===== config.mk =====
export PLATFORM = sky130hd
export DESIGN_NAME = mem_port_arbiter
export DESIGN_NICKNAME = d
export VERILOG_FILES = /design/src/rtl/arb_pkg.sv /design/src/rtl/arb_starve_ctr.sv /design/src/rtl/mem_port_arbiter.sv
export SDC_FILE = /design/constraint.sdc
export NUM_CORES = 1
export LEC_CHECK = 0
export CORE_ASPECT_RATIO = 1.25
export CORE_MARGIN = 4
export CORE_UTILIZATION = 46
export DETAILED_ROUTE_END_ITERATION = 10
export GPL_TIMING_DRIVEN = 1
export HOLD_SLACK_MARGIN = 0.05
export PLACE_DENSITY = 0.87
export SYNTH_ARGS = -nofsm -noshare
export SYNTH_HDL_FRONTEND = slang
export SYNTH_SLANG_ARGS = --single-unit

===== constraint.sdc =====
create_clock -name clk -period 9.2 [get_ports clk]
set_input_delay 1.38 -clock clk [delete_from_list [all_inputs] [get_ports clk]]
set_output_delay 1.38 -clock clk [all_outputs]
set_load 0.05 [all_outputs]

===== src/rtl/arb_pkg.sv =====
// Shared encodings for the memory port arbiter: FSM states, owner ids and counter widths.
package arb_pkg;

  typedef enum logic [1:0] {
    IDLE  = 2'd0,
    ISSUE = 2'd1,
    WAIT  = 2'd2,
    ACK   = 2'd3
  } arb_state_t;

  localparam logic OWN_CPU = 1'b0;
  localparam logic OWN_DBG = 1'b1;

  // Wide enough for STARVE_MAX up to 15 and MEM_LAT up to 7.
  localparam int unsigned STARVE_W = 4;
  localparam int unsigned LAT_W    = 3;

endpackage


===== src/rtl/arb_starve_ctr.sv =====
// Saturating count of debug grants made while the CPU was left waiting.
module arb_starve_ctr
  import arb_pkg::*;
#(
  parameter int unsigned MAX = 4
) (
  input  logic clk,
  input  logic reset,
  input  logic inc,
  input  logic clr,
  output logic at_max
);

  logic [STARVE_W-1:0] count;

  always_ff @(posedge clk or posedge reset) begin
    if (reset) begin
      count <= '0;
    end else if (clr) begin
      count <= '0;
    end else if (inc && (count != STARVE_W'(MAX))) begin
      count <= count + STARVE_W'(1);
    end
  end

  assign at_max = (count == STARVE_W'(MAX));

endmodule


===== src/rtl/mem_port_arbiter.sv =====
// Shares one memory port between the CPU and the debug loader; one access in flight,
// fixed read latency, one-cycle ack with registered read data per requester.
module mem_port_arbiter
  import arb_pkg::*;
#(
  parameter int unsigned AW         = 10,
  parameter int unsigned DW         = 32,
  parameter int unsigned MEM_LAT    = 1,
  parameter int unsigned STARVE_MAX = 4
) (
  input  logic          clk,
  input  logic          reset,
  input  logic          cpu_req,
  input  logic          cpu_we,
  input  logic [AW-1:0] cpu_addr,
  input  logic [DW-1:0] cpu_wdata,
  output logic          cpu_ack,
  output logic [DW-1:0] cpu_rdata,
  output logic          cpu_stall,
  input  logic          dbg_req,
  input  logic          dbg_we,
  input  logic [AW-1:0] dbg_addr,
  input  logic [DW-1:0] dbg_wdata,
  output logic          dbg_ack,
  output logic [DW-1:0] dbg_rdata,
  output logic          mem_en,
  output logic          mem_we,
  output logic [AW-1:0] mem_addr,
  output logic [DW-1:0] mem_wdata,
  input  logic [DW-1:0] mem_rdata,
  output logic          owner,
  output logic          busy
);

  arb_state_t       state;
  logic [LAT_W-1:0] latCnt;
  logic             accWe;
  logic             cpuWins;
  logic             starveAtMax;
  logic             starveInc;
  logic             starveClr;

  // Debug has priority unless the CPU has been passed over STARVE_MAX times in a row.
  assign cpuWins   = cpu_req & (~dbg_req | starveAtMax);
  assign starveInc = (state == IDLE) & dbg_req & cpu_req & ~starveAtMax;
  assign starveClr = (state == IDLE) & (~cpu_req | cpuWins);

  arb_starve_ctr #(
    .MAX(STARVE_MAX)
  ) u_starve (
    .clk   (clk),
    .reset (reset),
    .inc   (starveInc),
    .clr   (starveClr),
    .at_max(starveAtMax)
  );

  assign cpu_stall = cpu_req & ~cpu_ack;
  assign busy      = (state != IDLE);

  always_ff @(posedge clk or posedge reset) begin
    if (reset) begin
      state     <= IDLE;
      latCnt    <= '0;
      accWe     <= 1'b0;
      owner     <= OWN_CPU;
      mem_en    <= 1'b0;
      mem_we    <= 1'b0;
      mem_addr  <= '0;
      mem_wdata <= '0;
      cpu_ack   <= 1'b0;
      dbg_ack   <= 1'b0;
      cpu_rdata <= '0;
      dbg_rdata <= '0;
    end else begin
      mem_en  <= 1'b0;
      mem_we  <= 1'b0;
      cpu_ack <= 1'b0;
      dbg_ack <= 1'b0;
      case (state)
        IDLE: begin
          // Request fields are latched here; later changes by the requester are ignored.
          if (cpu_req | dbg_req) begin
            owner     <= cpuWins ? OWN_CPU : OWN_DBG;
            accWe     <= cpuWins ? cpu_we : dbg_we;
            mem_we    <= cpuWins ? cpu_we : dbg_we;
            mem_addr  <= cpuWins ? cpu_addr : dbg_addr;
            mem_wdata <= cpuWins ? cpu_wdata : dbg_wdata;
            mem_en    <= 1'b1;
            state     <= ISSUE;
          end
        end
        ISSUE: begin
          latCnt <= LAT_W'(MEM_LAT);
          state  <= WAIT;
        end
        WAIT: begin
          latCnt <= latCnt - LAT_W'(1);
          if (latCnt == LAT_W'(1)) begin
            if (!accWe) begin
              if (owner == OWN_CPU) cpu_rdata <= mem_rdata;
              else                  dbg_rdata <= mem_rdata;
            end
            if (owner == OWN_CPU) cpu_ack <= 1'b1;
            else                  dbg_ack <= 1'b1;
            state <= ACK;
          end
        end
        ACK: begin
          state <= IDLE;
        end
        default: state <= IDLE;
      endcase
    end
  end

endmodule


Word level (Yosys, flattened, before mapping)
Cells that the tools add are included.
{"block": "totals", "romBits": 0, "elab_cells": 67, "mem_bits_rw": 0, "ff_bits": 121, "out_inout_bits": 113, "memories": 0, "inputBits": 122, "latch_bits": 0}
{"block": "classes", "reduce_logical": 9, "mux": 20, "n_bitwise": 15, "shift": 0, "add_sub_neg": 2, "eq_ne": 8, "div": 0, "n_mul": 0, "magnitude_cmp": 0}
{"cell": "$mux W32", "n": 1}
{"cell": "$mux W1", "n": 12}
{"cell": "$mux W10", "n": 1}
{"cell": "$mux W4", "n": 2}
{"cell": "$pmux W2 S4", "n": 1}
{"cell": "$reduce_and A4 Y1", "n": 2}
{"cell": "$and A1 B1 Y1", "n": 6}
{"cell": "$not A1 Y1", "n": 6}
{"cell": "$pmux W3 S2", "n": 1}
{"cell": "$reduce_bool A2 Y1", "n": 3}
{"cell": "$add A4 B1 Y4 const B", "n": 1}
{"cell": "$eq A2 B2 Y1 const B", "n": 2}
{"cell": "$eq A4 B3 Y1 const B", "n": 1}
{"cell": "$mux W2", "n": 2}
{"cell": "$ne A4 B3 Y1 const B", "n": 1}
{"cell": "$reduce_and A2 Y1", "n": 2}
{"cell": "$eq A3 B1 Y1 const B", "n": 1}
{"cell": "$or A1 B1 Y1", "n": 3}
{"cell": "$sub A3 B1 Y3 const B", "n": 1}
{"cell": "$eq A2 B1 Y1 const B", "n": 1}
{"cell": "$logic_not A2 Y1", "n": 1}
{"cell": "$ne A2 B1 Y1 const B", "n": 1}
{"cell": "$ne A2 B2 Y1 const B", "n": 1}
{"cell": "$logic_and A1 B1 Y1", "n": 1}

Depth between registers and ports, before layout
Gate-level depths: netlist of run 1.
{"block": "logic_depth", "word_depth": 7, "ltp_mapped": 7, "depth_no_buf": 6}

Cells and area by module
A second synthesis of run 1 with hierarchy kept.
{"block": "hier_totals", "hier_cells": 451, "area_unflattened_um2": 5272.6}
{"mod": "mem_port_arbiter", "cells_each": 426, "seq_area_each_um2": 2927.8, "area_each_um2": 5034.8, "n_inst": 1}
{"mod": "arb_starve_ctr", "cells_each": 25, "seq_area_each_um2": 100.1, "area_each_um2": 237.7, "n_inst": 1}

Worst setup path before layout of run 1
No wires, ideal clock.
{"block": "synth_path", "path_type": "in2out", "startpoint": "in cpu_req", "endpoint": "out cpu_stall", "stages": 2, "arrival_time_ps": 2240, "setup_slack_ps": 5580, "required_time_ps": 7820, "path_buffers": 1, "cell_sequence": "buf_2 -> nor2b_1"}
{"block": "synth_via", "elab_chain_cells": 1}
{"item": "from (decl)", "line_no": "mem_port_arbiter.sv:13", "text": "input logic cpu_req,"}
{"item": "$and A1 B1 Y1", "line_no": "mem_port_arbiter.sv:58", "text": "assign cpu_stall = cpu_req & ~cpu_ack;"}
{"item": "to (decl)", "line_no": "mem_port_arbiter.sv:19", "text": "output logic cpu_stall,"}
No other way between the ends.

Final worst setup path of run 1
Ends and elaborated chain as after synthesis.

==> run_results.csv, run 1 <==
group,metric,value,unit
place,place_area,7730,sq um
global_route,overflow,0,
sta,fin_crit,4420,ps
clocking,cts_setup_buffers,0,
critical_path,max_stage_delay,810,ps
final_layout,num_antenna_cells,0,
synth,synth_cell_type_count,42,
floorplanning,rows,43,
final_layout,layout.cells.non_filler,819,
critical_path,crit_type,"primary input to primary output",
place,io_buffers,234,
sta,slew_headroom,18.0,%
clocking,cts_resized,0,
sta,holdWs,491,ps
critical_path,critPathLaunch,"cpu_req",
floorplanning,initial_utilization,47.6,%
global_route,antenna_found_initial,0,
synth,synth_nets,576,
critical_path,cp.arrival,3040,ps
sta,hold_viol,0,
route,wl,16100,microns
synth,ys_ff_latch,121,
critical_path,crit_top_cell,"clkdlybuf4s50_1",
sta,rsz0062_at_grt,"false",
critical_path,rr_worst_depth,7,
critical_path,r2r_end,"mem_wdata[12]",
pwr,ir_drop,0.249,mV
route,drc,0,
clocking,cts_tree,"yes",
final_layout,fin_nets,800,
final_layout,area_growth,55.9,%
route,wl_met1,6490,microns
synth,synth-async-reset-ratio,100,%
floorplanning,die-area,13400,sq um
final_layout,stdcell_area,8310,sq um
route,num_vias,4528,
final_layout,final_common_cell,"clkdlybuf4s50_1",
clocking,clock-sinks,121,
synth,netlist_area,5330,sq um
synth,synth_seq_area_share,56.8,%
critical_path,cpLargestDelayFamily,"buffers and inverters",
critical_path,critical_path_depth,3,
critical_path,worstSetupStartpointType,"primary input",
clocking,postCtsHoldBufs,0,
floorplanning,die_w,104,microns
floorplanning,fp.dieH,128,microns
final_layout,drive_gt1_share,11.4,%
route,dr_wl_met3,1460,microns
route,drt-initial-drc-count,257,
final_layout,layout_common_cells,"clkdlybuf4s50_1 (233), dfrtp_1 (121), nand2_1 (88), nand4_1 (43), o211ai_1 (42)",
hold_path,hold_class,"flip-flop to flip-flop",
synth,synth_edf_count,0,
clocking,clock_latency,400,ps
critical_path,r2r_slack,6370,ps
clocking,clockBufferDepth,2,
outcome,status,"finished clean",
global_route,grt_pass1_vias,4807,
floorplanning,core,11200,sq um
critical_path,crit_buf_inv,2,
synth,synth_cells,447,
critical_path,r2r_start,"state[0]",
sta,tns,0,ps
synth,ys.flop_type,"dfrtp_1",
clocking,cts_max_level,4,
critical_path,cp_slowest_cell,"clkdlybuf4s50_1",
clocking,cts_root_buf,"clkbuf_16",
critical_path,crit_end,"cpu_stall",
run,maxCapViolCount,0,
global_route,grt_util_all_layers,24.2,%
global_route,grt_max_degree,70,
route,final_antenna_net_count,0,
sta,max_freq,0.226,GHz
sta,drv_slew,0,
critical_path,path_cells,"clkdlybuf4s50_1 -> nor2b_1 -> clkdlybuf4s50_1",
floorplanning,ios,235,
sta,setup_viol,0,
route,detailroute.wirelength.met2,7830,microns
pwr,power.density,435,nW/um^2
route,first_pass_iters,5,
place,dp_cells,787,
critical_path,crit_required,7820,ps
route,vias_per_cell,5.53,
route,top_layer_used,"met4",
place,globalplace.congestion,0.779,
clocking,clkSlewWorstSetupHoldPaths,60,ps
route,post_drt_wl_per_cell,19.7,microns
global_route,grt_first_pass_wirelength,25600,microns
clocking,cts_made_buffers,17,
synth,postSynthAreaPerCell,11.9,sq um
sta,fin_skew,10.7,ps
critical_path,end_kind,"primary output",
place,dp_hpwl,11300,microns
sta,post-route-period-util,48.0,%
critical_path,worstPathMaxFanout,7,
pwr,leakage,3.54,nW
synth,synth_warnings,0,
sta,worst_slew_pin_slew,1230,ps
## through the flow
step / util (%) / worst slack [ps] / power, mW
finish: 74.2 / 4780 / 3.62
floorplan: - / 4610 / 2.28
global placement: 69.1 / 4790 / 2.93
detailed placement: 69.1 / 4790 / 2.99
CTS: 74.2 / 4790 / 3.64
global route: 74.2 / 4760 / 3.78
## layout make-up
| type | instances | area (sq um) |
|---|---|---|
| clock buffer | 19 | 453 |
| multi-input combinational | 281 | 2110 |
| clock inverter | 13 | 119 |
| fill | 718 | 2890 |
| tap | 135 | 169 |
| inverter | 10 | 40.0 |
| sequential | 121 | 3030 |
| timing repair buffer | 240 | 2380 |
## metal layers
layer | up-vias | global-route usage, %
li1 | 2053 | -
met1 | 2193 | 28.8
met2 | 257 | 40.9
met3 | 25 | 8.06
met4 | 0 | 9.78
met5 | - | 0
## synth_stat cells, types with 2 or more instances
master	count	area (sq um)
mux2_1	33	372
buf_6	3	33.8
nand2_1	88	330
dfrtp_1	121	3030
a21oi_1	2	10.0
clkbuf_1	21	78.8
o211ai_1	42	315
o21ai_0	2	10.0
nand3_1	3	15.0
nand2b_1	2	12.5
ha_1	7	87.6
inv_1	9	33.8
buf_2	10	50.1
mux2_2	2	22.5
nand4_1	43	269
nor2_1	3	11.3
nand3b_1	2	15.0
mux2_4	30	450
## registers in the layout (all words and copies together) (netlist names)
name and cells:
mem_we 1, mem_addr 10, dbg_rdata 32, dbg_ack 1, mem_en 1, owner 1, state 2, u_starve.count 4
latCnt 3, accWe 1, cpu_rdata 32, cpu_ack 1, mem_wdata 32
## where the power goes
group          leakage, nW  switching, mW  internal, mW
logic                 1.79           1.30         0.733
clock network        0.260          0.242         0.387
registers             1.49          0.163         0.793
## kinds of logic after synthesis
logic type | after synthesis | share of synthesized area (%)
adders and majority gates | 7 | 1.64
and+or+nand+nor | 151 | 13.6
AOI/OAI and AO/OA | 57 | 7.99
muxes | 66 | 16.0
DFF | 121 | 56.8
buffers and inverters | 45 | 3.83
## worst min path at each step
stage,depth (start not counted),startpoint,end
after floorplan,1,state[0],state[0]
after CTS,1,cpu_rdata[0],cpu_rdata[0]
after global routing,1,cpu_rdata[20],cpu_rdata[20]
final,1,cpu_rdata[0],cpu_rdata[0]
after detailed placement,1,cpu_rdata[26],cpu_rdata[26]
after global placement,1,cpu_rdata[21],cpu_rdata[21]
(Power assumes the default switching activity.)
==> run 2, diff against run 1 <==
Settings changed: CORE_UTILIZATION 46 to 38, PLACE_DENSITY 0.87 to 0.77.
Clock period 9.2 ns to 4 ns, I/O delays scaled along.
==> run_results.csv, run 2 (synthesized netlist as in run 1, its figures left out) <==
group,metric,value,unit
outcome,status,"finished clean",
critical_path,crit_buf_inv,2,
critical_path,crit_top_cell,"clkdlybuf4s50_1",
global_route,grt_pass1_vias,4915,
floorplanning,fp.dieH,140,microns
sta,post-route-period-util,70.2,%
clocking,cts_root_buf,"clkbuf_16",
pwr,power.total,8.21,mW
critical_path,crit_type,"primary input to primary output",
critical_path,crit_required,3400,ps
sta,max_freq,0.356,GHz
final_layout,regArea,3030,sq um
sta,slew_headroom,43.4,%
place,place_area,7810,sq um
final_layout,stdcell_area,8350,sq um
critical_path,r2r_slack,1680,ps
place,io_buffers,234,
route,num_vias,4547,
route,wl,16100,microns
place,globalplace.congestion,0.834,
final_layout,drive_gt1_share,11.8,%
clocking,clkSlewWorstSetupHoldPaths,60,ps
final_layout,final_core_util,60.7,%
floorplanning,die-area,16000,sq um
critical_path,cpLargestDelayFamily,"buffers and inverters",
clocking,cts_tree,"yes",
global_route,grt_max_degree,71,
sta,setup_viol,0,
final_layout,layout_common_cells,"clkdlybuf4s50_1 (233), dfrtp_1 (121), nand2_1 (88), nand4_1 (43), o211ai_1 (42)",
sta,rsz0062_at_grt,"false",
floorplanning,core,13800,sq um
pwr,power.density,984,nW/um^2
sta,tns,0,ps
run,maxCapViolCount,0,
clocking,postCtsHoldBufs,0,
final_layout,fillers,1117,
clocking,cts_made_buffers,17,
final_layout,area_growth,56.7,%
route,final_antenna_net_count,0,
sta,fin_ws,1190,ps
route,vias_per_cell,5.27,
final_layout,layout.cells.non_filler,862,
place,place_ws,1130,ps
place,dp_cells,830,
global_route,overflow,0,
final_layout,fin_nets,803,
clocking,clockBufferDepth,2,
critical_path,cp.arrival,2210,ps
hold_path,hold_class,"flip-flop to flip-flop",
global_route,antenna_found_initial,0,
critical_path,max_stage_delay,810,ps
pwr,leakage,3.55,nW
critical_path,worstPathMaxFanout,7,
sta,hold_viol,0,
route,drc,0,
floorplanning,ios,235,
floorplanning,die_w,114,microns
critical_path,end_kind,"primary output",
critical_path,path_cells,"clkdlybuf4s50_1 -> nor2b_1 -> clkdlybuf4s50_1",
final_layout,multi_input_area,2110,sq um
final_layout,largestRegisters,"cpu_rdata x32, dbg_rdata x32, mem_wdata x32",
sta,fin_skew,6.55,ps
clocking,clock_latency,400,ps
clocking,cts_resized,0,
final_layout,num_antenna_cells,0,
route,first_pass_iters,5,
sta,drv_slew,0,
place,dp_hpwl,11700,microns
sta,holdWs,486,ps
global_route,grt_first_pass_wirelength,25600,microns
critical_path,cp_slowest_cell,"clkdlybuf4s50_1",
route,post_drt_wl_per_cell,18.7,microns
critical_path,worstSetupStartpointType,"primary input",
sta,worst_slew_pin_slew,849,ps
floorplanning,initial_utilization,38.7,%
global_route,grt_util_all_layers,20.2,%
final_layout,final_common_cell,"clkdlybuf4s50_1",
pwr,ir_drop,0.648,mV
clocking,clock-sinks,121,
clocking,cts_max_level,4,
floorplanning,rows,48,
route,drt-initial-drc-count,279,
clocking,cts_setup_buffers,0,
sta,fin_crit,2810,ps
[run 2: cell count changes in the layout (fill, tap and decap cells not counted), sizes merged]
cell	change
clkinv	+4
bufinv	-1
clkinvlp	-1
inv	-1
buf	+3
clkbuf	-1
[run 2: metal layers]
layer | part of all wire (%) | track usage [%]
met1 | 40 | 24.5
met2 | 48 | 33.2
met3 | 9.6 | 7.09
met4 | 2.2 | 7.19
met5 | 0 | 0
[run 2: worst register-to-register path, delay by kind of cell, from the launching register on]
kind                     cells  cell delay (ps)
flip-flops                   1              370
multiplexers                 1              400
buffers and inverters        2              440
AND/OR/NAND/NOR              2              700
adder cells (fa/ha/maj)      1              290
[run 2: final timing paths]
check,cells after the start,end,from
setup reg to reg,6,dbg_rdata[30],state[0]
max in group asynchronous,3,mem_wdata[5],reset
setup / recovery,3,cpu_stall,cpu_req
hold reg to reg,1,cpu_rdata[11],cpu_rdata[11]
hold / removal,1,cpu_rdata[11],cpu_rdata[11]
min in group asynchronous,2,cpu_rdata[5],reset
[run 2: power by group]
part	internal, mW	leakage (nW)	switching, mW
Sequential	1.82	1.49	0.373
Combinational	1.68	1.81	2.97
Clock	0.807	0.251	0.557
[run 2: final cells by class]
| class | instances | share of cell area, % |
|---|---|---|
| Sequential cell | 121 | 36.3 |
| Timing Repair Buffer | 243 | 28.8 |
| Multi-Input combinational cell | 281 | 25.3 |
| Clock buffer | 18 | 5.26 |
| Tap cell | 175 | 2.62 |
| Clock inverter | 14 | 1.20 |
| Inverter | 10 | 0.480 |
==> run 3, diff against run 2 <==
Clock period 4 ns to 2.35 ns, I/O delays scaled along.
==> run_results.csv, run 3 (synthesized netlist as in run 1, its figures left out) <==
group,metric,value,unit
critical_path,max_stage_delay,540,ps
critical_path,crit_buf_inv,2,
critical_path,cpLargestDelayFamily,"simple AND/OR/NAND/NOR gates",
critical_path,critical_path_depth,6,
run,maxCapViolCount,0,
place,globalplace.congestion,0.804,
critical_path,crit_type,"flip-flop to flip-flop",
final_layout,multi_input_area,2110,sq um
route,drt-initial-drc-count,282,
final_layout,regArea,3030,sq um
global_route,grt_util_all_layers,19.7,%
final_layout,area_growth,60.5,%
pwr,power.internal,7.81,mW
final_layout,drive_gt1_share,12.6,%
floorplanning,fp.dieH,140,microns
critical_path,crit_required,2630,ps
pwr,ir_drop,1.12,mV
global_route,grt_first_pass_wirelength,24900,microns
global_route,grt_max_degree,70,
sta,worst_slew_pin_slew,565,ps
sta,post-route-period-util,91.8,%
pwr,power.density,1680,nW/um^2
pwr,power_frac_clock,19.0,%
global_route,overflow,0,
final_layout,fin_nets,808,
critical_path,r2r_end,"dbg_rdata[11]",
global_route,grt_pass1_vias,4821,
clocking,postCtsHoldBufs,0,
outcome,status,"finished clean",
critical_path,path_cells,"inv_1 -> ha_1 -> nand3b_1 -> or3b_2 -> buf_12 -> mux2_4",
floorplanning,die_w,114,microns
sta,hold_viol,0,
global_route,antenna_found_initial,0,
final_layout,fillers,1064,
pwr,p_switching,6.59,mW
sta,max_freq,0.464,GHz
clocking,clockBufferDepth,2,
critical_path,worstPathMaxFanout,32,
route,wl,15700,microns
hold_path,min_from,"dbg_req",
route,first_pass_iters,4,
hold_path,hold_class,"primary input to flip-flop",
final_layout,largestRegisters,"cpu_rdata x32, dbg_rdata x32, mem_wdata x32",
sta,setup_viol,0,
place,io_buffers,234,
clocking,cts_made_buffers,17,
route,vias_per_cell,5.24,
floorplanning,die-area,16000,sq um
final_layout,final_common_cell,"clkdlybuf4s50_1",
floorplanning,initial_utilization,38.7,%
clocking,cts_tree,"yes",
sta,slew_headroom,62.2,%
critical_path,r2r_start,"state[0]",
sta,fin_skew,12.3,ps
critical_path,cp.arrival,2430,ps
route,num_vias,4540,
route,drc,0,
clocking,clkSlewWorstSetupHoldPaths,60,ps
clocking,cts_resized,0,
sta,drv_slew,0,
place,dp_hpwl,11300,microns
clocking,cts_max_level,4,
pwr,swShare,45.8,%
clocking,clock_latency,400,ps
floorplanning,rows,48,
critical_path,worstSetupStartpointType,"flip-flop",
place,dp_cells,835,
hold_path,hold_depth,3,
route,final_antenna_net_count,0,
hold_path,worstHoldEndpoint,"u_starve.count[3]",
critical_path,cp_slowest_cell,"or3b_2",
sta,rsz0062_at_grt,"false",
clocking,cts_setup_buffers,0,
pwr,p_comb_share,55.2,%
critical_path,r2r_slack,190,ps
sta,tns,0,ps
pwr,leakage,3.64,nW
critical_path,end_kind,"flip-flop",
pwr,seqPwrFrac,25.8,%
critical_path,rr_worst_depth,6,
final_layout,layout.cells.non_filler,866,
final_layout,num_antenna_cells,0,
route,post_drt_wl_per_cell,18.2,microns
floorplanning,ios,235,
clocking,cts_root_buf,"clkbuf_16",
sta,fin_crit,2160,ps
final_layout,layout_common_cells,"clkdlybuf4s50_1 (231), dfrtp_1 (121), nand2_1 (88), nand4_1 (43), o211ai_1 (42)",
floorplanning,core,13800,sq um
clocking,clock-sinks,121,
## run 3: changes by cell type in the layout (fill, tap and decap cells not counted), sizes merged
| cell | change |
|---|---|
| buf | +7 |
| bufinv | +4 |
| clkbuf | -1 |
| clkdlybuf4s50 | -2 |
| clkinv | -1 |
| clkinvlp | -2 |
| inv | -1 |
## run 3: worst max path at each step
stage,startpoint,to
finish,state[0],dbg_rdata[11]
global route,state[0],dbg_rdata[29]
floorplan,state[0],dbg_rdata[0]
CTS,state[0],dbg_rdata[11]
global placement,state[0],dbg_rdata[29]
detailed placement,state[0],dbg_rdata[30]
## run 3: final cells by class
type,count,area share (%)
flip-flops and latches,121,35.4
repair buffers,248,29.5
multi-input cells,281,24.7
clock buffers,17,4.98
well taps,175,2.56
clock inverters,14,2.30
inverters,10,0.483
## run 3: per-layer routing
metal | part of all wire [%] | vias up | wire length [microns] | track usage, %
li1 | - | 2076 | - | -
met1 | 40 | 2204 | 6210 | 23.4
met2 | 49 | 238 | 7660 | 32.7
met3 | 10 | 22 | 1570 | 6.57
met4 | 1.7 | 0 | 275 | 8.19
met5 | 0 | - | 0 | 0
## run 3: power by group through the flow
stage          logic, mW  clock network, mW  registers, mW
2_1_floorplan       2.03                  0           6.89
3_3_place_gp        7.88                  0           3.68
3_5_place_dp        8.00                  0           3.74
4_1_cts             8.03               2.80           3.73
5_1_grt             8.33               2.90           3.84
6_report            7.95               2.74           3.72
## run 3: stage by stage
stage | util (%) | setup slack (ps) | cell area, sq um | hold WS (ps) | total power [mW]
global route | 62.2 | 88.7 | 8550 | 344 | 15.1
global placement | 57.6 | 279 | 7930 | 467 | 11.6
finish | 62.2 | 193 | 8550 | 336 | 14.4
CTS | 62.2 | 215 | 8550 | 331 | 14.6
floorplan | - | 455 | 5330 | 470 | 8.92
detailed placement | 57.6 | 219 | 7930 | 474 | 11.7
## run 3: worst min-delay path, delay by kind of cell
kind / cells / cell delay, ps
buffers and inverters: 1 / 150
AND/OR/NAND/NOR: 1 / 90
AO/OA/AOI/OAI: 1 / 90
